===== config.mk =====
export PLATFORM = sky130hd
export DESIGN_NAME = multicycle_control_fsm
export DESIGN_NICKNAME = d
export VERILOG_FILES = /design/src/rtl/multicycle_control_fsm.sv
export SDC_FILE = /design/constraint.sdc
export NUM_CORES = 1
export LEC_CHECK = 0
export BUFFER_PORTS_ARGS = -buffer_cell sky130_fd_sc_hd__clkbuf_2
export CORE_MARGIN = 5
export CORE_UTILIZATION = 45
export DETAILED_ROUTE_END_ITERATION = 7
export PLACE_DENSITY_LB_ADDON = 0.3
export REMOVE_ABC_BUFFERS = 1
export SETUP_SLACK_MARGIN = 0.15
export SLEW_MARGIN = 40
export SYNTH_ARGS = -nofsm -noshare
export SYNTH_HDL_FRONTEND = slang
export SYNTH_SLANG_ARGS = --single-unit

===== constraint.sdc =====
create_clock -name clk -period 5 [get_ports clk]
set_input_delay 0.75 -clock clk [delete_from_list [all_inputs] [get_ports clk]]
set_output_delay 0.75 -clock clk [all_outputs]
set_load 0.005 [all_outputs]

===== src/rtl/multicycle_control_fsm.sv =====
// Purpose: main sequencer of the multi-cycle RV32I core; decodes IR fields into per-cycle datapath controls.
// Latency: 3-5 cycles per instruction plus one cycle per memory wait; outputs are mostly Moore off state_q.
// Backpressure: FETCH, MEMREAD and MEMWRITE hold, with request strobes stable, until MemReady is seen.
//
// Ports:
//   clk, rst                          clock and asynchronous active-high reset
//   op, funct3, funct7b5              IR[6:0], IR[14:12], IR[30]
//   Zero, LessSigned, LessUnsigned    ALU compare flags, rs1 vs rs2
//   MemReady                          unified memory port finished the current access
//   PCWrite, IRWrite, RegWrite        architectural register write enables
//   MemRead, MemWrite, AdrSrc         memory request strobes and address select
//   ALUSrcA, ALUSrcB, ALUControl      ALU operand selects and operation
//   ImmSrc, ResultSrc, DataControl    immediate format, result mux, load/store size
//   Retire, IllegalOp, State          retire pulse, sticky trap flag, debug state
module multicycle_control_fsm (
    input  logic       clk,
    input  logic       rst,
    input  logic [6:0] op,
    input  logic [2:0] funct3,
    input  logic       funct7b5,
    input  logic       Zero,
    input  logic       LessSigned,
    input  logic       LessUnsigned,
    input  logic       MemReady,
    output logic       PCWrite,
    output logic       IRWrite,
    output logic       RegWrite,
    output logic       MemRead,
    output logic       MemWrite,
    output logic       AdrSrc,
    output logic [1:0] ALUSrcA,
    output logic [1:0] ALUSrcB,
    output logic [3:0] ALUControl,
    output logic [2:0] ImmSrc,
    output logic [1:0] ResultSrc,
    output logic [2:0] DataControl,
    output logic       Retire,
    output logic       IllegalOp,
    output logic [3:0] State
);

    localparam logic [3:0] S_FETCH    = 4'd0;
    localparam logic [3:0] S_DECODE   = 4'd1;
    localparam logic [3:0] S_MEMADR   = 4'd2;
    localparam logic [3:0] S_MEMREAD  = 4'd3;
    localparam logic [3:0] S_MEMWB    = 4'd4;
    localparam logic [3:0] S_MEMWRITE = 4'd5;
    localparam logic [3:0] S_EXECR    = 4'd6;
    localparam logic [3:0] S_EXECI    = 4'd7;
    localparam logic [3:0] S_ALUWB    = 4'd8;
    localparam logic [3:0] S_BRANCH   = 4'd9;
    localparam logic [3:0] S_JAL      = 4'd10;
    localparam logic [3:0] S_JALR     = 4'd11;
    localparam logic [3:0] S_LINK     = 4'd12;
    localparam logic [3:0] S_LUI      = 4'd13;
    localparam logic [3:0] S_TRAP     = 4'd14;

    localparam logic [6:0] OP_LOAD   = 7'b0000011;
    localparam logic [6:0] OP_STORE  = 7'b0100011;
    localparam logic [6:0] OP_R      = 7'b0110011;
    localparam logic [6:0] OP_I      = 7'b0010011;
    localparam logic [6:0] OP_BRANCH = 7'b1100011;
    localparam logic [6:0] OP_JAL    = 7'b1101111;
    localparam logic [6:0] OP_JALR   = 7'b1100111;
    localparam logic [6:0] OP_LUI    = 7'b0110111;
    localparam logic [6:0] OP_AUIPC  = 7'b0010111;

    localparam logic [3:0] ALU_ADD = 4'b0000, ALU_SUB = 4'b0001, ALU_AND = 4'b0010,
                           ALU_OR  = 4'b0011, ALU_XOR = 4'b0100, ALU_SLL = 4'b0101,
                           ALU_SRL = 4'b0110, ALU_SRA = 4'b0111, ALU_SLT = 4'b1000,
                           ALU_SLTU = 4'b1001;

    localparam logic [2:0] IMM_I = 3'b000, IMM_S = 3'b001, IMM_B = 3'b010,
                           IMM_J = 3'b011, IMM_U = 3'b100;

    logic [3:0] state_q, state_d;

    // alt selects SUB for funct3 000 and SRA for funct3 101.
    function automatic logic [3:0] alu_dec(input logic [2:0] f3, input logic alt);
        case (f3)
            3'b000:  alu_dec = alt ? ALU_SUB : ALU_ADD;
            3'b001:  alu_dec = ALU_SLL;
            3'b010:  alu_dec = ALU_SLT;
            3'b011:  alu_dec = ALU_SLTU;
            3'b100:  alu_dec = ALU_XOR;
            3'b101:  alu_dec = alt ? ALU_SRA : ALU_SRL;
            3'b110:  alu_dec = ALU_OR;
            default: alu_dec = ALU_AND;
        endcase
    endfunction

    function automatic logic br_taken(input logic [2:0] f3, input logic z, input logic lts,
                                      input logic ltu);
        case (f3)
            3'b000:  br_taken = z;
            3'b001:  br_taken = !z;
            3'b100:  br_taken = lts;
            3'b101:  br_taken = !lts;
            3'b110:  br_taken = ltu;
            3'b111:  br_taken = !ltu;
            default: br_taken = 1'b0;
        endcase
    endfunction

    always_ff @(posedge clk or posedge rst) begin
        if (rst) state_q <= S_FETCH;
        else     state_q <= state_d;
    end

    always_comb begin
        state_d     = state_q;
        PCWrite     = 1'b0;
        IRWrite     = 1'b0;
        RegWrite    = 1'b0;
        MemRead     = 1'b0;
        MemWrite    = 1'b0;
        AdrSrc      = 1'b0;
        ALUSrcA     = 2'b00;
        ALUSrcB     = 2'b00;
        ALUControl  = ALU_ADD;
        ImmSrc      = IMM_I;
        ResultSrc   = 2'b00;
        DataControl = 3'b000;
        Retire      = 1'b0;
        IllegalOp   = 1'b0;

        case (state_q)
            S_FETCH: begin
                MemRead = 1'b1;
                if (MemReady) begin
                    IRWrite   = 1'b1;
                    ALUSrcB   = 2'b10;
                    ResultSrc = 2'b10;
                    PCWrite   = 1'b1;
                    state_d   = S_DECODE;
                end
            end
            S_DECODE: begin
                // ALUOut <= OldPC + imm, so branch/JAL targets and AUIPC are ready early.
                ALUSrcA = 2'b01;
                ALUSrcB = 2'b01;
                case (op)
                    OP_STORE:          ImmSrc = IMM_S;
                    OP_BRANCH:         ImmSrc = IMM_B;
                    OP_JAL:            ImmSrc = IMM_J;
                    OP_LUI, OP_AUIPC:  ImmSrc = IMM_U;
                    default:           ImmSrc = IMM_I;
                endcase
                case (op)
                    OP_LOAD, OP_STORE: state_d = S_MEMADR;
                    OP_R:              state_d = S_EXECR;
                    OP_I:              state_d = S_EXECI;
                    OP_BRANCH:         state_d = (funct3 == 3'b010 || funct3 == 3'b011)
                                                 ? S_TRAP : S_BRANCH;
                    OP_JAL:            state_d = S_JAL;
                    OP_JALR:           state_d = S_JALR;
                    OP_LUI:            state_d = S_LUI;
                    OP_AUIPC:          state_d = S_ALUWB;
                    default:           state_d = S_TRAP;
                endcase
            end
            S_MEMADR: begin
                ALUSrcA = 2'b10;
                ALUSrcB = 2'b01;
                ImmSrc  = op[5] ? IMM_S : IMM_I;
                state_d = op[5] ? S_MEMWRITE : S_MEMREAD;
            end
            S_MEMREAD: begin
                AdrSrc      = 1'b1;
                MemRead     = 1'b1;
                DataControl = funct3;
                if (MemReady) state_d = S_MEMWB;
            end
            S_MEMWB: begin
                ResultSrc   = 2'b01;
                RegWrite    = 1'b1;
                DataControl = funct3;
                Retire      = 1'b1;
                state_d     = S_FETCH;
            end
            S_MEMWRITE: begin
                AdrSrc      = 1'b1;
                MemWrite    = 1'b1;
                DataControl = funct3;
                if (MemReady) begin
                    Retire  = 1'b1;
                    state_d = S_FETCH;
                end
            end
            S_EXECR: begin
                ALUSrcA    = 2'b10;
                ALUControl = alu_dec(funct3, funct7b5);
                state_d    = S_ALUWB;
            end
            S_EXECI: begin
                // funct7b5 is immediate data for ADDI; it only selects SRAI.
                ALUSrcA    = 2'b10;
                ALUSrcB    = 2'b01;
                ALUControl = alu_dec(funct3, funct7b5 && (funct3 == 3'b101));
                state_d    = S_ALUWB;
            end
            S_ALUWB: begin
                RegWrite = 1'b1;
                Retire   = 1'b1;
                state_d  = S_FETCH;
            end
            S_BRANCH: begin
                ALUSrcA    = 2'b10;
                ALUControl = ALU_SUB;
                PCWrite    = br_taken(funct3, Zero, LessSigned, LessUnsigned);
                Retire     = 1'b1;
                state_d    = S_FETCH;
            end
            S_JAL: begin
                // PC takes the target from ALUOut while the ALU forms OldPC+4 for the link.
                ALUSrcA = 2'b01;
                ALUSrcB = 2'b10;
                PCWrite = 1'b1;
                state_d = S_ALUWB;
            end
            S_JALR: begin
                ALUSrcA   = 2'b10;
                ALUSrcB   = 2'b01;
                ResultSrc = 2'b10;
                PCWrite   = 1'b1;
                state_d   = S_LINK;
            end
            S_LINK: begin
                ALUSrcA = 2'b01;
                ALUSrcB = 2'b10;
                state_d = S_ALUWB;
            end
            S_LUI: begin
                ImmSrc    = IMM_U;
                ResultSrc = 2'b11;
                RegWrite  = 1'b1;
                Retire    = 1'b1;
                state_d   = S_FETCH;
            end
            S_TRAP: begin
                IllegalOp = 1'b1;
            end
            default: state_d = S_TRAP;
        endcase

        // Reset forces every output low at once, so an aborted access never completes.
        if (rst) begin
            PCWrite     = 1'b0;
            IRWrite     = 1'b0;
            RegWrite    = 1'b0;
            MemRead     = 1'b0;
            MemWrite    = 1'b0;
            AdrSrc      = 1'b0;
            ALUSrcA     = 2'b00;
            ALUSrcB     = 2'b00;
            ALUControl  = ALU_ADD;
            ImmSrc      = IMM_I;
            ResultSrc   = 2'b00;
            DataControl = 3'b000;
            Retire      = 1'b0;
            IllegalOp   = 1'b0;
        end
    end

    assign State = state_q;

endmodule


==> results.yml, run 1 <==
status:
  outcome: "completed"
placed_design:
  dp_hpwl_um: 2210
  preCtsSetupSlack_ps: 2190
  gp_congestion: 0.852
  portBuffers: 44
worst_setup_path:
  crit_fanout: 25
  crit_arrival_ps: 2250
  timing.critical_path.buf_inv: 1
  ff2ff_setup_slack_ps: 2820
  r2r-start: "State[0]$_DFFE_PP0P_"
  slowest_stage: "dfrtp_1"
  cp.required_ps: 4250
  r2r-end: "State[0]$_DFFE_PP0P_"
  crit_start: "State[0]$_DFFE_PP0P_"
  cp-start-kind: "flop"
  worstPathCellList: "or4b_4 -> a2111oi_0 -> clkbuf_2"
  critPathTopFamily: "flip-flops"
  rr_worst_depth: 3
  endpoint_kind: "output pin"
  cpPeakStageDelay_ps: 790
  path_class: "reg2out"
timing:
  rsz0062_at_grt: "false"
  fin_ws_ps: 2000
  tns_ps: 0
  min_period_ps: 3000
  finalHoldViolCount: 0
  max_freq_mhz: 334
  tightest_slew_ps: 773
  setup_viol: 0
  report.final.slew_viol_count: 0
  fin_skew_ps: 3.50
  period_share_pct: 59.9
  slew_headroom_pct: 48.5
  worst_hold_slack_ps: 634
logic_synthesis:
  yosysTopAreaCell: "dfrtp_1"
  ys_seq_area_share_pct: 9.98
  syn_avg_cell_area_um2: 6.27
  synth_async_sr_flop_share_pct: 100
  synth_cell_types: 42
  ys_warn_count: 0
  synth-seq-cells: 4
  synth_edf_count: 0
  synth_area_um2: 1000
  synthTopCellsByArea: "dfrtp_1 (10%), nor2_1 (6.7%), nand2_1 (6.0%)"
  postSynthCellCount: 160
  synth_top_area_share_pct: 9.98
  synthFlopType: "dfrtp_1"
detailed_routing:
  wl_per_cell_um: 13.5
  drtPass1Iterations: 4
  drt_iter0_markers: 25
  vias_per_cell: 5.88
  finalWirelength_um: 2950
  num_vias: 1282
  drc_errors: 0
  antenna_left: 0
clocking:
  cts_sinks: 4
  post_cts_buffers: 0
  cts.htree.levels: 1
  cts_root_buf: "clkbuf_4"
  ctsHoldBuffers: 0
  path_clk_slew_ps: 40
  cts_buffers: 3
  clockBufferDepth: 2
  clock_latency_ps: 240
  cts_tree: "done"
  cts_resized: 0
global_routing:
  grt_use_total_pct: 18.0
  grt_first_pass_wirelength_um: 4930
  grt-ovfl-total: 0
  grt_max_degree: 31
  grt_pass1_vias: 1157
  antenna_found_initial: 0
final_layout:
  final_net_count: 209
  drive_gt1_share_pct: 27.4
  final_common_cell: "clkbuf_2"
  post-route-util_pct: 55.9
  most-common-layout-cells: "clkbuf_2 (44), nor2_1 (18), nand2_1 (16), a21oi_1 (9)"
  insertedDiodeCount: 0
  largest_register_ff_count: 4
  area_growth_pct: 20.8
power:
  finalPower_w: 0.000450
  peakVddDrop_mv: 0.238
  power_density_nw_per_um2: 371
  p_leak_nw: 0.532
floorplanning:
  core-area_um2: 2170
  die_w_um: 57.2
  start_util_pct: 46.3
  std_cell_rows: 17
  die_y_um: 57.2
  ios: 45
  die_area_um2: 3270
flow_run:
  cap_violations: 0
min_path:
  hp-class: "in2async"
-- metrics by stage --
step	instances	instance area [um^2]
2_1_floorplan	143	932
3_3_place_gp	215	1190
3_5_place_dp	215	1190
4_1_cts	218	1210
5_1_grt	218	1210
6_report	218	1210
-- worst max-delay path by stage --
stage | depth (start not counted) | slack [ps] | end
finish | 3 | 2000 | ImmSrc[1]
global route | 3 | 1880 | ImmSrc[1]
CTS | 3 | 1980 | ImmSrc[1]
detailed placement | 6 | 2190 | ImmSrc[0]
global placement | 6 | 2170 | ImmSrc[0]
floorplan | 4 | 2510 | ImmSrc[0]
-- worst register-to-register path: cells and delay by family, from the launching register on --
kind | cells | cell delay [ps]
compound gates | 1 | 180
simple gates | 2 | 1120
flops | 1 | 790
-- synth_stat cells, types with 3 or more instances --
library cell   n
a2111oi_0      3
a211o_1        3
a21oi_1        9
a31oi_1        5
and2_1         4
and3_1         3
clkbuf_1      15
dfrtp_1        4
nand2_1       16
nand2b_1       6
nand3_1        8
nand3b_1       4
nor2_1        18
nor2b_1        6
nor3_1         8
nor4b_1        5
o211ai_1       3
o21ai_0        7
xnor2_1        3
-- cell families after synthesis --
logic type,synth area share (%)
AOI/OAI and AO/OA,25.4
DFF,9.98
muxes,2.00
xor gates and xnor gates,4.36
buffers and inverters,7.85
and+or+nand+nor,50.4
-- final cells by class --
type,count,area (um^2)
clock buffer,3,22.5
tap,28,35.0
multi-input combinational,137,825
fill,244,957
sequential,4,103
timing repair buffer,44,220
inverter,2,7.51
-- layer usage --
layer | global-route usage (%) | routed length [um] | up-vias
met3 | 2.94 | 175 | 2
met4 | 4.30 | 20 | 0
met5 | 0 | 0 | -
li1 | - | - | 652
met2 | 33.1 | 1440 | 41
met1 | 21.6 | 1310 | 587
-- power by group --
part           switching (W)  internal (W)
combinational       0.000137      0.000138
clock              0.0000147     0.0000269
sequential         0.0000875     0.0000456
total               0.000239      0.000211
(Power assumes the default switching activity.)
==> run 2, diff against run 1 <==
- ABC_AREA: default -> 1
- clock period: 5 -> 2.98 ns (I/O delays scaled with it)
==> results.yml, run 2 <==
logic_synthesis:
  synth_async_sr_flop_share_pct: 100
  ys_seq_area_share_pct: 11.1
  synth_top_area_share_pct: 14.5
  synth_cell_types: 27
  yosysTopAreaCell: "nor2_1"
  synthXorXnorAreaFrac_pct: 0
  synth_compound_area_share_pct: 19.4
  postSynthCellCount: 178
  synthFlopType: "dfrtp_1"
  synth-seq-cells: 4
  synth_top_family_by_area: "simple AND/OR/NAND/NOR gates"
  synth_most_common_cell: "nor2_1"
  ys_warn_count: 0
  synth_mux_area_share_pct: 0
  synthAdderAreaFrac_pct: 0
  synth_edf_count: 0
  synthSimpleGateAreaFrac_pct: 53.0
  synth_common_cells: "nor2_1 (35), nand2_1 (34), inv_1 (29)"
  syn_avg_cell_area_um2: 5.08
  synthTopCellsByArea: "nor2_1 (15%), nand2_1 (14%), inv_1 (12%)"
  synth_area_um2: 903
min_path:
  hp-class: "in2async"
final_layout:
  final_common_cell: "clkbuf_2"
  most-common-layout-cells: "clkbuf_2 (44), nor2_1 (35), nand2_1 (34), inv_1 (29), nand3_1 (16)"
  instances_no_fill: 247
  largest_register_ff_count: 4
  area_growth_pct: 27.4
  drive_gt1_share_pct: 27.7
  final_net_count: 239
  insertedDiodeCount: 0
global_routing:
  grt-ovfl-total: 0
  antenna_found_initial: 0
  grt_use_total_pct: 20.3
  grt_max_degree: 19
  grt_first_pass_wirelength_um: 4510
  grt_pass1_vias: 1096
clocking:
  path_clk_slew_ps: 40
  post_cts_buffers: 0
  cts_buffers: 3
  cts_tree: "done"
  cts_resized: 0
  clock_latency_ps: 230
  clockBufferDepth: 2
  cts_sinks: 4
  cts.htree.levels: 1
  cts_root_buf: "clkbuf_4"
  ctsHoldBuffers: 0
worst_setup_path:
  crit_end: "ImmSrc[2]"
  slowest_stage: "dfrtp_1"
  r2r-end: "State[1]$_DFFE_PP0P_"
  cpPeakStageDelay_ps: 490
  cp-start-kind: "flop"
  crit_start: "State[2]$_DFFE_PP0P_"
  cp.required_ps: 2530
  endpoint_kind: "output pin"
  crit_arrival_ps: 1640
  r2r-start: "State[2]$_DFFE_PP0P_"
  path_class: "reg2out"
  worstPathCellList: "nor2_4 -> inv_2 -> nor2_2 -> nand2_1 -> o22ai_1 -> clkbuf_2"
  ff2ff_setup_slack_ps: 1530
  rr_worst_depth: 9
  crit_fanout: 9
detailed_routing:
  antenna_left: 0
  finalWirelength_um: 2680
  drc_errors: 0
  wl_per_cell_um: 10.8
  drtPass1Iterations: 4
  drt_iter0_markers: 27
  vias_per_cell: 4.95
  num_vias: 1223
floorplanning:
  core-area_um2: 1940
  std_cell_rows: 16
  start_util_pct: 46.5
  die_w_um: 54.8
  die_area_um2: 3000
  die_y_um: 54.8
  ios: 45
placed_design:
  portBuffers: 44
  dp_hpwl_um: 2290
  place_inst: 244
  gp_congestion: 0.878
timing:
  period_share_pct: 70.0
  tightest_slew_ps: 354
  report.final.slew_viol_count: 0
  tns_ps: 0
  slew_headroom_pct: 76.3
  min_period_ps: 2080
  finalHoldViolCount: 0
  setup_viol: 0
  max_freq_mhz: 480
  fin_skew_ps: 0.484
  rsz0062_at_grt: "false"
flow_run:
  cap_violations: 0
power:
  power_density_nw_per_um2: 144
  p_leak_nw: 0.642
  peakVddDrop_mv: 0.184
status:
  outcome: "completed"
[run 2: cells by family (layout without fill, tap and decap cells)]
family,after synthesis,after routing
and+or+nand+nor,106,106
buffers and inverters,37,79
DFF,4,4
AOI/OAI and AO/OA,31,31
[run 2: worst min-delay path by stage]
stage               from  cells past startpoint                   end  slack, ps
finish               rst                      2  State[0]$_DFFE_PP0P_        390
global route         rst                      2  State[3]$_DFFE_PP0P_        440
CTS                  rst                      2  State[3]$_DFFE_PP0P_        390
detailed placement   rst                      2  State[3]$_DFFE_PP0P_        630
global placement     rst                      2  State[1]$_DFFE_PP0P_        610
floorplan            rst                      1  State[0]$_DFFE_PP0P_        260
[run 2: critical path: cells and delay by family (launching register included)]
kind | cells | cell delay (ps)
flops | 1 | 490
buf+inv | 2 | 220
compound gates | 1 | 170
simple gates | 3 | 520
[run 2: routing by layer]
metal	global-route usage [%]	vias to the layer above	share of wire, %
met3	2.72	2	8.5
met1	27.9	512	46
met4	8.71	0	0.60
met2	31.1	47	45
li1	-	662	-
met5	0	-	0
[run 2: stage by stage]
| stage | instance area [um^2] | total power [W] | util [%] | setup WS (ps) | hold slack [ps] |
|---|---|---|---|---|---|
| 2_1_floorplan | 875 | 0.0000762 | - | 1370 | 261 |
| 3_3_place_gp | 1130 | 0.000100 | 58.1 | 1080 | 615 |
| 3_5_place_dp | 1130 | 0.000100 | 58.1 | 1020 | 632 |
| 4_1_cts | 1150 | 0.000170 | 59.3 | 886 | 387 |
| 5_1_grt | 1150 | 0.000178 | 59.3 | 719 | 440 |
| 6_report | 1150 | 0.000165 | 59.3 | 895 | 393 |
[run 2: area by class of cell]
class / count / area (um^2)
fillers: 212 / 791
multi-input cells: 137 / 654
repair buffers: 44 / 220
inverters: 32 / 120
flip-flops and latches: 4 / 100
well taps: 27 / 33.8
clock buffers: 3 / 22.5
[run 2: power by group]
group          total (W)  switching [W]  internal (W)
logic          0.0000455      0.0000299     0.0000156
clock network  0.0000651      0.0000202     0.0000449
registers      0.0000546              0     0.0000546
total           0.000165      0.0000501      0.000115
==> run 3, diff against run 2 <==
- ABC_AREA: 1 -> 0
- clock period: 2.98 -> 2.1 ns (I/O delays scaled with it)
==> results.yml, run 3 (synthesized netlist as in run 1, its figures left out) <==
worst_setup_path:
  cp-start-kind: "flop"
  path_class: "reg2out"
  crit_start: "State[0]$_DFFE_PP0P_"
  r2r-start: "State[1]$_DFFE_PP0P_"
  rr_worst_depth: 4
  crit_fanout: 11
  ff2ff_setup_slack_ps: 170
  r2r-end: "State[0]$_DFFE_PP0P_"
  cp.required_ps: 1780
  crit_end: "DataControl[0]"
  crit_arrival_ps: 1620
  endpoint_kind: "output pin"
clocking:
  cts_sinks: 4
  cts_tree: "done"
  clock_latency_ps: 240
  cts_buffers: 3
  path_clk_slew_ps: 40
  ctsHoldBuffers: 0
  cts_root_buf: "clkbuf_4"
  clockBufferDepth: 2
  cts.htree.levels: 1
timing:
  min_period_ps: 1930
  tns_ps: 0
  finalHoldViolCount: 0
  max_freq_mhz: 518
  setup_viol: 0
  rsz0062_at_grt: "true"
  tightest_slew_ps: 448
  report.final.slew_viol_count: 0
  slew_headroom_pct: 70.1
  period_share_pct: 92.0
  fin_skew_ps: 3.93
floorplanning:
  core-area_um2: 2170
  die_y_um: 57.2
  start_util_pct: 46.3
  die_area_um2: 3270
  std_cell_rows: 17
  die_w_um: 57.2
  ios: 45
placed_design:
  dp_hpwl_um: 2370
  place_inst: 221
  portBuffers: 44
  gp_congestion: 0.946
  place_area_um2: 1260
final_layout:
  design_area_um2: 1450
  instances_no_fill: 229
  most-common-layout-cells: "clkbuf_2 (43), nor2_1 (17), nand2_1 (16), a21oi_1 (9), nand3_1 (8)"
  final_common_cell: "clkbuf_2"
  insertedDiodeCount: 0
  area_growth_pct: 44.1
  drive_gt1_share_pct: 36.8
  final_net_count: 220
  largest_register_ff_count: 4
global_routing:
  antenna_found_initial: 0
  grt_first_pass_wirelength_um: 5280
  grt_pass1_vias: 1234
  grt_max_degree: 30
  grt-ovfl-total: 0
  grt_use_total_pct: 19.7
status:
  outcome: "completed"
detailed_routing:
  num_vias: 1415
  drtPass1Iterations: 4
  drt_iter0_markers: 59
  antenna_left: 0
  vias_per_cell: 6.18
  wl_per_cell_um: 15.1
  finalWirelength_um: 3450
  drc_errors: 0
power:
  peakVddDrop_mv: 0.744
  finalPower_w: 0.00139
  p_leak_nw: 0.626
  power_density_nw_per_um2: 964
min_path:
  hp-class: "in2async"
flow_run:
  cap_violations: 0
run 3: final cells by class:
type | instances | area [um^2]
Clock buffer | 3 | 22.5
Inverter | 2 | 7.51
Tap cell | 28 | 35.0
Timing Repair Buffer | 55 | 362
Sequential cell | 4 | 101
Fill cell | 216 | 723
Multi-Input combinational cell | 137 | 918
run 3: critical path, stage by stage, from the launching register on:
cell and delay, ps:
dfrtp_2 430, buf_12 150, nor2b_4 200, mux2i_1 110, nor3_2 220, and2_1 150, clkbuf_2 110
run 3: worst min-delay path by stage:
stage / startpoint / slack (ps) / to / cells after the start
after floorplan: rst / 90 / State[0]$_DFFE_PP0P_ / 1
after global placement: rst / 450 / State[3]$_DFFE_PP0P_ / 2
after detailed placement: rst / 460 / State[1]$_DFFE_PP0P_ / 2
after CTS: rst / 250 / State[2]$_DFFE_PP0P_ / 2
after global routing: rst / 300 / State[2]$_DFFE_PP0P_ / 2
final: rst / 270 / State[1]$_DFFE_PP0P_ / 2
run 3: timing repair:
item                                    CTS  global route
buffers inserted                          1             3
gates cloned                              0             1
gates resized for setup                  10            15
pin swaps                                 3             3
endpoints found under the setup margin   10            12
run 3: where the power goes:
group | switching [W] | internal (W)
registers | 0.0000369 | 0.000110
clock network | 0.0000334 | 0.0000640
logic | 0.000608 | 0.000541
run 3: metal layers:
metal  up-vias  track usage, %  routed length (um)
met4         0            6.29                 102
met2        79            35.6                1710
li1        679               -                   -
met5         -               0                   0
met3        14            3.62                 280
met1       643            23.4                1360
run 3: per-stage QoR:
stage | hold slack (ps) | utilization (%) | worst slack [ps]
detailed placement | 459 | 58.0 | 204
global route | 297 | 66.7 | 71.8
finish | 269 | 66.7 | 169
CTS | 246 | 61.5 | 121
floorplan | 94.7 | - | 79.9
global placement | 452 | 58.0 | 170
